File: config.mk
export PLATFORM = sky130hd
export DESIGN_NAME = mult_share_arbiter
export DESIGN_NICKNAME = d
export VERILOG_FILES = /design/src/rtl/fft_pkg.sv /design/src/rtl/mult_q16_pipe.sv /design/src/rtl/mult_share_arbiter.sv
export SDC_FILE = /design/constraint.sdc
export NUM_CORES = 2
export LEC_CHECK = 0
export ABC_AREA = 0
export CORE_MARGIN = 8
export CORE_UTILIZATION = 55
export CTS_CLUSTER_DIAMETER = 80
export CTS_CLUSTER_SIZE = 40
export DETAILED_ROUTE_END_ITERATION = 8
export PLACE_DENSITY = 0.88
export SYNTH_ARGS = -nofsm -noshare
export SYNTH_HDL_FRONTEND = slang
export SYNTH_HIERARCHICAL = 1
export SYNTH_SLANG_ARGS = --single-unit
File: constraint.sdc
create_clock -name clk -period 9.72 [get_ports clk]
set_clock_uncertainty 0.1 [all_clocks]
set_input_delay 2.43 -clock clk [delete_from_list [all_inputs] [get_ports clk]]
set_output_delay 2.43 -clock clk [all_outputs]
set_load 0.05 [all_outputs]
File: src/rtl/fft_pkg.sv
// fft_pkg
// Shared constants and helpers for the Q16.16 datapath blocks.
//   DATA_W   - operand/result width (Q16.16)
//   FRAC_W   - number of fractional bits
//   NUM_REQ  - requesters sharing the multiplier
//   MULT_LAT - cycles from grant to result
package fft_pkg;

  localparam int DATA_W   = 32;
  localparam int FRAC_W   = 16;
  localparam int NUM_REQ  = 4;
  localparam int MULT_LAT = 2;
  localparam int TAG_W    = $clog2(NUM_REQ);

  typedef logic [DATA_W-1:0]  q16_t;
  typedef logic [TAG_W-1:0]   tag_t;
  typedef logic [NUM_REQ-1:0] req_vec_t;

  // Full-precision signed product, then keep the Q16.16 window [47:16].
  // Dropping the low bits of a two's-complement value floors toward
  // minus infinity; dropping the high bits wraps on overflow.
  function automatic q16_t q16_mul(input q16_t a, input q16_t b);
    logic signed [2*DATA_W-1:0] ext_a;
    logic signed [2*DATA_W-1:0] ext_b;
    logic signed [2*DATA_W-1:0] full;
    ext_a = {{DATA_W{a[DATA_W-1]}}, a};
    ext_b = {{DATA_W{b[DATA_W-1]}}, b};
    full  = ext_a * ext_b;
    return full[FRAC_W +: DATA_W];
  endfunction

  function automatic req_vec_t tag_to_onehot(input tag_t t);
    req_vec_t oh;
    oh    = '0;
    oh[t] = 1'b1;
    return oh;
  endfunction

endpackage

File: src/rtl/mult_q16_pipe.sv
// mult_q16_pipe
// Two-stage signed Q16.16 multiplier with a valid/tag sideband that travels
// alongside the data.
//   clk, rst           - clock, synchronous active-high reset
//   in_valid/in_tag    - operation issue and owner tag
//   in_a, in_b         - Q16.16 operands
//   mid_valid          - stage-1 holds an operation (it completes next cycle)
//   out_valid/out_tag  - stage-2 result strobe and owner tag
//   out_data           - last product; held while out_valid is low
module mult_q16_pipe
  import fft_pkg::*;
(
  input  logic clk,
  input  logic rst,
  input  logic in_valid,
  input  tag_t in_tag,
  input  q16_t in_a,
  input  q16_t in_b,
  output logic mid_valid,
  output logic out_valid,
  output tag_t out_tag,
  output q16_t out_data
);

  logic s1_valid;
  tag_t s1_tag;
  q16_t s1_a;
  q16_t s1_b;

  // Stage 1: capture the granted operands together with their owner tag.
  always_ff @(posedge clk) begin
    if (rst) begin
      s1_valid <= 1'b0;
      s1_tag   <= '0;
      s1_a     <= '0;
      s1_b     <= '0;
    end else begin
      s1_valid <= in_valid;
      s1_tag   <= in_tag;
      if (in_valid) begin
        s1_a <= in_a;
        s1_b <= in_b;
      end
    end
  end

  // Stage 2: register the product. The data register only loads when a real
  // operation arrives, so the result output holds between results.
  always_ff @(posedge clk) begin
    if (rst) begin
      out_valid <= 1'b0;
      out_tag   <= '0;
      out_data  <= '0;
    end else begin
      out_valid <= s1_valid;
      out_tag   <= s1_tag;
      if (s1_valid) begin
        out_data <= q16_mul(s1_a, s1_b);
      end
    end
  end

  assign mid_valid = s1_valid;

endmodule

File: src/rtl/mult_share_arbiter.sv
// mult_share_arbiter
// Shares one pipelined Q16.16 multiplier among four requesters using a
// round-robin arbiter. Results come back two cycles after the grant, tagged
// with a one-hot strobe for the owning requester.
//   clk, rst   - clock, synchronous active-high reset
//   req_valid  - per-requester request
//   req_a/b    - packed Q16.16 operands, requester i at [32i+31:32i]
//   req_ready  - one-hot grant (combinational)
//   rsp_valid  - one-hot result strobe
//   rsp_data   - Q16.16 product
//   busy       - any multiplier stage holds an operation
//   op_count   - completed results, wraps at 16 bits
module mult_share_arbiter
  import fft_pkg::*;
(
  input  logic                      clk,
  input  logic                      rst,
  input  logic [NUM_REQ-1:0]        req_valid,
  input  logic [NUM_REQ*DATA_W-1:0] req_a,
  input  logic [NUM_REQ*DATA_W-1:0] req_b,
  output logic [NUM_REQ-1:0]        req_ready,
  output logic [NUM_REQ-1:0]        rsp_valid,
  output logic [DATA_W-1:0]         rsp_data,
  output logic                      busy,
  output logic [15:0]               op_count
);

  tag_t rr_ptr;
  tag_t grant_idx;
  logic grant_any;
  logic issue;
  tag_t scan_idx;
  q16_t grant_a;
  q16_t grant_b;

  logic mid_valid;
  logic out_valid;
  tag_t out_tag;

  // Round-robin scan: starting at rr_ptr, the first requester found wins.
  // The 2-bit index wraps naturally, giving the modulo-4 walk.
  always_comb begin
    grant_any = 1'b0;
    grant_idx = '0;
    scan_idx  = '0;
    for (int k = 0; k < NUM_REQ; k++) begin
      scan_idx = rr_ptr + tag_t'(k);
      if (!grant_any && req_valid[scan_idx]) begin
        grant_any = 1'b1;
        grant_idx = scan_idx;
      end
    end
  end

  // Nothing is granted while reset is held, so no operation can enter the
  // pipe in a cycle whose state is about to be cleared.
  assign issue     = grant_any && !rst;
  assign req_ready = issue ? tag_to_onehot(grant_idx) : '0;
  assign grant_a   = req_a[DATA_W*int'(grant_idx) +: DATA_W];
  assign grant_b   = req_b[DATA_W*int'(grant_idx) +: DATA_W];

  // Pointer moves just past the winner; it stays put on idle cycles.
  always_ff @(posedge clk) begin
    if (rst) begin
      rr_ptr <= '0;
    end else if (issue) begin
      rr_ptr <= grant_idx + tag_t'(1);
    end
  end

  // Counted as stage 1 hands off, so the count already includes a result in
  // the same cycle its rsp_valid strobe is visible.
  always_ff @(posedge clk) begin
    if (rst) begin
      op_count <= '0;
    end else if (mid_valid) begin
      op_count <= op_count + 16'd1;
    end
  end

  mult_q16_pipe u_mult (
    .clk       (clk),
    .rst       (rst),
    .in_valid  (issue),
    .in_tag    (grant_idx),
    .in_a      (grant_a),
    .in_b      (grant_b),
    .mid_valid (mid_valid),
    .out_valid (out_valid),
    .out_tag   (out_tag),
    .out_data  (rsp_data)
  );

  assign rsp_valid = out_valid ? tag_to_onehot(out_tag) : '0;
  assign busy      = mid_valid | out_valid;

endmodule

# After elaboration in Yosys (flattened, before gate mapping)

Cells that the tools add are included.

$add $sub $neg: 5
Multiply operators: 1
$lt $le $gt $ge: 8
Shifts and indexed selects: 2
Muxes and demuxes: 22
Bitwise operators: 1
Reductions and logical operators: 10

Operators by type and width:

| cell                                                              | count |
|---|---|
| indexed part select 128 x 8 -> 32 bit                             | 2 |
| multiplier 32 x 32 -> 48 bit                                      | 1 |
| < comparator 2 x 3 -> 1 bit, second input constant                | 6 |
| adder 16 x 1 -> 16 bit, second input constant                     | 1 |
| two-way mux 1 bit                                                 | 10 |
| binary-select mux 1 bit (select 2 bit)                            | 4 |
| two-way mux 2 bit                                                 | 4 |
| two-way mux 4 bit                                                 | 2 |
| logical AND 1 bit                                                 | 6 |
| adder 2 x 1 -> 2 bit, second input constant                       | 2 |
| adder 2 bit, second input constant                                | 2 |
| demux 1 bit (select 2 bit)                                        | 2 |
| greater-or-equal comparator 2 x 1 -> 1 bit, second input constant | 2 |
| logical NOT 1 bit                                                 | 4 |
| OR 1 bit                                                          | 1 |

Bits in registers: 120

# Depth between registers and ports, before layout

Word-level depth: 17
Gate-level depth with buffers: 29
Mapped depth without buffers: 27

# By module

The synthesis kept the hierarchy.

Modules (own cells, without submodules):

| module             | times used | cells each | area each (um2) |
|---|---|---|---|
| mult_q16_pipe      | 1          | 3451       | 32139.6 |
| mult_share_arbiter | 1          | 321        | 3014.1 |

# Worst setup path after synthesis

OpenSTA, ideal clock, no wires.

Kind: input port to output port
From: input req_valid[0]
To: output req_ready[0]
Arrival: 4.634 ns
Required time: 7.190 ns
Slack: 2.556 ns
Stages: 7
Buffers on the path: 3
Cell sequence: a21oi_1 > o21ai_2 > o2bb2a_4 > buf_6 > buf_6 > buf_6 > nor4_1

Cells in the longest elaborated chain, start to end: 17

RTL lines:

| what                                                                                                            | RTL line                 | source |
|---|---|---|
| start: declaration                                                                                              | mult_share_arbiter.sv:18 | `input logic [NUM_REQ-1:0] req_valid,` |
| binary-select mux 1 bit (select 2 bit)                                                                          | mult_share_arbiter.sv:48 | `if (!grant_any && req_valid[scan_idx]) begin` |
| two-way mux 1 bit (implied by the code)                                                                         | mult_share_arbiter.sv:48 |  |
| two-way mux 1 bit                                                                                               | mult_share_arbiter.sv:48 |  |
| logical NOT 1 bit                                                                                               | mult_share_arbiter.sv:48 |  |
| logical AND 1 bit                                                                                               | mult_share_arbiter.sv:48 |  |
| two-way mux 1 bit                                                                                               | mult_share_arbiter.sv:48 |  |
| logical NOT 1 bit                                                                                               | mult_share_arbiter.sv:48 |  |
| logical AND 1 bit                                                                                               | mult_share_arbiter.sv:48 |  |
| [... 2 more ...]                                                                                                | -                        |  |
| logical AND 1 bit                                                                                               | mult_share_arbiter.sv:48 |  |
| two-way mux 2 bit (*)                                                                                           | mult_share_arbiter.sv:48 |  |
| via grant_idx[1]                                                                                                | mult_share_arbiter.sv:29 | `tag_t grant_idx;` |
| < comparator 2 x 3 -> 1 bit (implied by the code) or greater-or-equal comparator 2 x 1 -> 1 bit (tied branches) | fft_pkg.sv:35            | `oh[t] = 1'b1;` |
| logical AND 1 bit (implied by the code)                                                                         | fft_pkg.sv:35            |  |
| two-way mux 1 bit (implied by the code)                                                                         | fft_pkg.sv:35            |  |
| demux 1 bit (select 2 bit) (*)                                                                                  | fft_pkg.sv:35            |  |
| two-way mux 4 bit (*)                                                                                           | mult_share_arbiter.sv:58 | `assign req_ready = issue ? tag_to_onehot(grant_idx) : '0;` |
| end: declaration                                                                                                | mult_share_arbiter.sv:21 | `output logic [NUM_REQ-1:0] req_ready,` |

Mark *: on every way through the listed nets, which the timed path passes. The rest lies on a longest branch. The select of a mux whose other input is x is not followed.

# Final worst setup path

From: register u_mult.s1_b[8]
To: register u_mult.out_data[31]

Cells in the longest elaborated chain, start to end: 1

RTL lines:

| what                         | RTL line            | source |
|---|---|---|
| start: declaration           | mult_q16_pipe.sv:28 | `q16_t s1_b;` |
| start signal: assignment     | mult_q16_pipe.sv:42 | `s1_b <= in_b;` |
| multiplier 32 x 32 -> 48 bit | fft_pkg.sv:28       | `full = ext_a * ext_b;` |
| end signal: assignment       | mult_q16_pipe.sv:58 | `out_data <= q16_mul(s1_a, s1_b);` |
| end: declaration             | mult_q16_pipe.sv:22 | `output q16_t out_data` |

No other way between the ends.
A chain may end at the register's enable or synchronous reset.

==> impl_metrics.py <==
metrics = {
    "place": {
        "io_buffers": 318,
        "dp_hpwl_um": 84100,
        "placed_cells": 4775,
        "dp_slack_ps": 1560,
        "place.gp.congestion": 0.926,
    },
    "setup_path": {
        "critPathMaxFanout": 19,
        "critPathCaptureType": "register",
        "arrival_ps": 8710,
        "worstSetupPathType": "reg -> reg",
        "cp.required_ps": 9950,
        "crit_top_cell": "fa_1",
        "path_cells": "buf_4 -> nand2_1 -> fa_1 -> fa_1 -> fa_1 -> fa_1 -> inv_1 -> fa_1 -> fa_1 -> fa_1 -> fa_1 -> ha_1 -> nand3_1 -> nor3_1 -> nand2_1 -> or3_1 -> nor3b_2 -> o31ai_4 -> a221oi_1 -> xnor2_1 -> mux2i_1 -> nor2_1",
        "crit_slowest_cell": "dfxtp_1",
        "start_kind": "register",
        "critPathMaxStageDelay_ps": 920,
    },
    "clock_tree": {
        "root_buffer": "clkbuf_16",
        "clk_pin_slew_ps": 70,
        "clkLatencyLatePin_ps": 470,
        "cts_max_level": 4,
        "post_cts_buffers": 0,
        "numCtsBuffers": 17,
        "cts_tree": "done",
        "cts_hold_buf": 0,
        "cts_buffer_depth": 2,
        "cts-resized-gates": 0,
        "cts_sinks": 120,
    },
    "yosys": {
        "syn_nets": 5036,
        "netlist_area_um2": 35200,
        "synth_cell_type_count": 59,
        "ys_ff_latch": 120,
        "synth-edff-count": 0,
        "ys_seq_area_share_pct": 6.83,
        "synth.area.top_cells": "fa_1 (48%), inv_1 (8.5%), and2_1 (8.2%)",
        "synth_top_area_cell": "fa_1",
        "synthTopCellsByCount": "fa_1 (838), inv_1 (793), nand2_1 (467)",
        "avgSynthCellArea_um2": 9.32,
        "synth_top_area_share_pct": 47.7,
        "synthArstFlopShare_pct": 0,
        "syn_inst": 3772,
        "yosysMostFrequentCell": "fa_1",
        "synth_warnings": 6,
        "synthFlopType": "dfxtp_1",
    },
    "flow_run": {
        "drv_cap": 0,
    },
    "timing": {
        "fin_tns_setup_ps": 0,
        "slew-limit-headroom_pct": 20.7,
        "fin_crit_ps": 8480,
        "timing.final.hold_violations": 0,
        "worst_slack_ps": 1240,
        "fmax_ghz": 0.118,
        "slew_violations": 0,
        "post-route-period-util_pct": 87.3,
        "worstMarginPinSlew_ps": 1190,
        "setup_viol": 0,
        "rsz0062_at_grt": "no",
    },
    "finish": {
        "layout-drive-gt1-share_pct": 2.85,
        "instances_no_fill": 4809,
        "synthToLayoutAreaGrowth_pct": 12.4,
        "nFillCells": 4758,
        "nets": 5212,
    },
    "routing": {
        "num_vias": 27297,
        "ant_nets": 0,
        "wl_per_cell_um": 21.6,
        "initialDrtViolationCount": 2333,
        "first_pass_iters": 5,
        "wl_um": 104000,
        "vias_per_cell": 5.68,
        "drc": 0,
    },
    "grt": {
        "globalRouteTotalUtil_pct": 29.2,
        "grt_use_met3_pct": 5.46,
        "use_met1_pct": 32.2,
        "busiest_layer": "met2",
        "grt_pass1_wl_um": 162000,
        "grt_max_degree": 81,
        "antenna_found_initial": 2,
        "grt_pass1_vias": 30634,
        "met2_usage_pct": 49.9,
        "grt_overflow_total": 0,
    },
    "outcome": {
        "outcome": "finished, final reports clean",
    },
    "pwr": {
        "peakVddDrop_mv": 0.197,
        "p_leak_nw": 18.6,
        "power.density_nw_per_um2": 156,
    },
    "floorplan": {
        "top_level_ports": 319,
        "dieArea_um2": 72300,
        "start_util_pct": 55.7,
        "die_y_um": 269,
        "rows": 92,
        "core_um2": 63100,
        "die_w_um": 269,
    },
    "worst_hold_path": {
        "min_path_type": "reg -> reg",
    },
}
[state kept, by name, indices dropped and copies added, names as in the netlist]
register / flops
u_mult/out_data: 32
u_mult/s1_a: 32
u_mult/s1_b: 32
op_count: 16
rr_ptr: 2
u_mult/out_tag: 2
u_mult/s1_tag: 2
u_mult/mid_valid: 1
u_mult/out_valid: 1
[placed cells by master (no fill, tap or decap), drive strengths merged, types with 4 or more instances in the layout]
master and instances:
a21o 8, a21oi 51, and2 462, and3 5, buf 65, clkbuf 18
clkdlybuf4s50 317, clkinv 5, dfxtp 120, fa 838, ha 164, inv 799
mux2i 276, nand2 467, nand2b 18, nand3 19, nand4 8, nor2 123
nor2b 18, nor3 8, nor4 4, o21a 4, o21ai 31, o22ai 7
xnor2 56, xor2 27
[cell families after synthesis]
logic type	synth area share (%)
buffers and inverters	11.2
AO/OA/AOI/OAI	2.31
XOR/XNOR	2.07
multiplexers	7.86
adder cells (fa/ha/maj)	53.6
AND/OR/NAND/NOR	16.2
flip-flops	6.83
[power by group]
part / leakage [nW] / internal, mW / switching, mW
combinational: 17.3 / 1.91 / 2.82
clock: 0.274 / 0.358 / 0.306
sequential: 0.985 / 0.564 / 0.203
total: 18.6 / 2.83 / 3.33
[worst paths after layout]
| path | start | to | slack [ps] | cells after the start |
|---|---|---|---|---|
| setup / recovery | u_mult/s1_b[8] | u_mult/out_data[31] | 1240 | 22 |
| hold / removal | u_mult/s1_tag[1] | u_mult/out_tag[1] | 340 | 1 |
| setup reg to reg | u_mult/s1_b[8] | u_mult/out_data[31] | 1240 | 22 |
| hold reg to reg | u_mult/s1_tag[1] | u_mult/out_tag[1] | 340 | 1 |
[worst max-delay path: cells and delay by family, from the launching register on]
| kind | cells | cell delay, ps |
|---|---|---|
| fa+ha+maj | 9 | 4750 |
| flops | 1 | 920 |
| buf+inv | 2 | 410 |
| mux | 1 | 190 |
| compound gates | 2 | 480 |
| simple gates | 7 | 1310 |
| xor+xnor | 1 | 160 |
[stage by stage]
stage | hold slack, ps | instance area (µm²) | utilization (%) | power [mW]
floorplan | 314 | 35200 | - | 3.96
global placement | 320 | 38900 | 61.7 | 5.22
detailed placement | 327 | 38900 | 61.7 | 5.41
CTS | 343 | 39500 | 62.6 | 6.13
global route | 370 | 39500 | 62.6 | 6.66
finish | 341 | 39500 | 62.7 | 6.16
[layer usage]
layer  up-vias  wire (µm)
li1      11393          -
met1     13841      33700
met2      1501      53100
met3       562       8020
met4         0       9250
met5         -          0
[layout make-up]
type | instances | area, µm² | share of cell area (%)
Inverter | 793 | 2980 | 7.53
Clock buffer | 18 | 429 | 1.09
Timing Repair Buffer | 382 | 3660 | 9.26
Antenna cell | 2 | 5.00 | 0.0127
Clock inverter | 14 | 140 | 0.355
Tap cell | 846 | 1060 | 2.68
Sequential cell | 120 | 2400 | 6.08
Multi-Input combinational cell | 2634 | 28800 | 73.0
(Power assumes the default switching activity.)
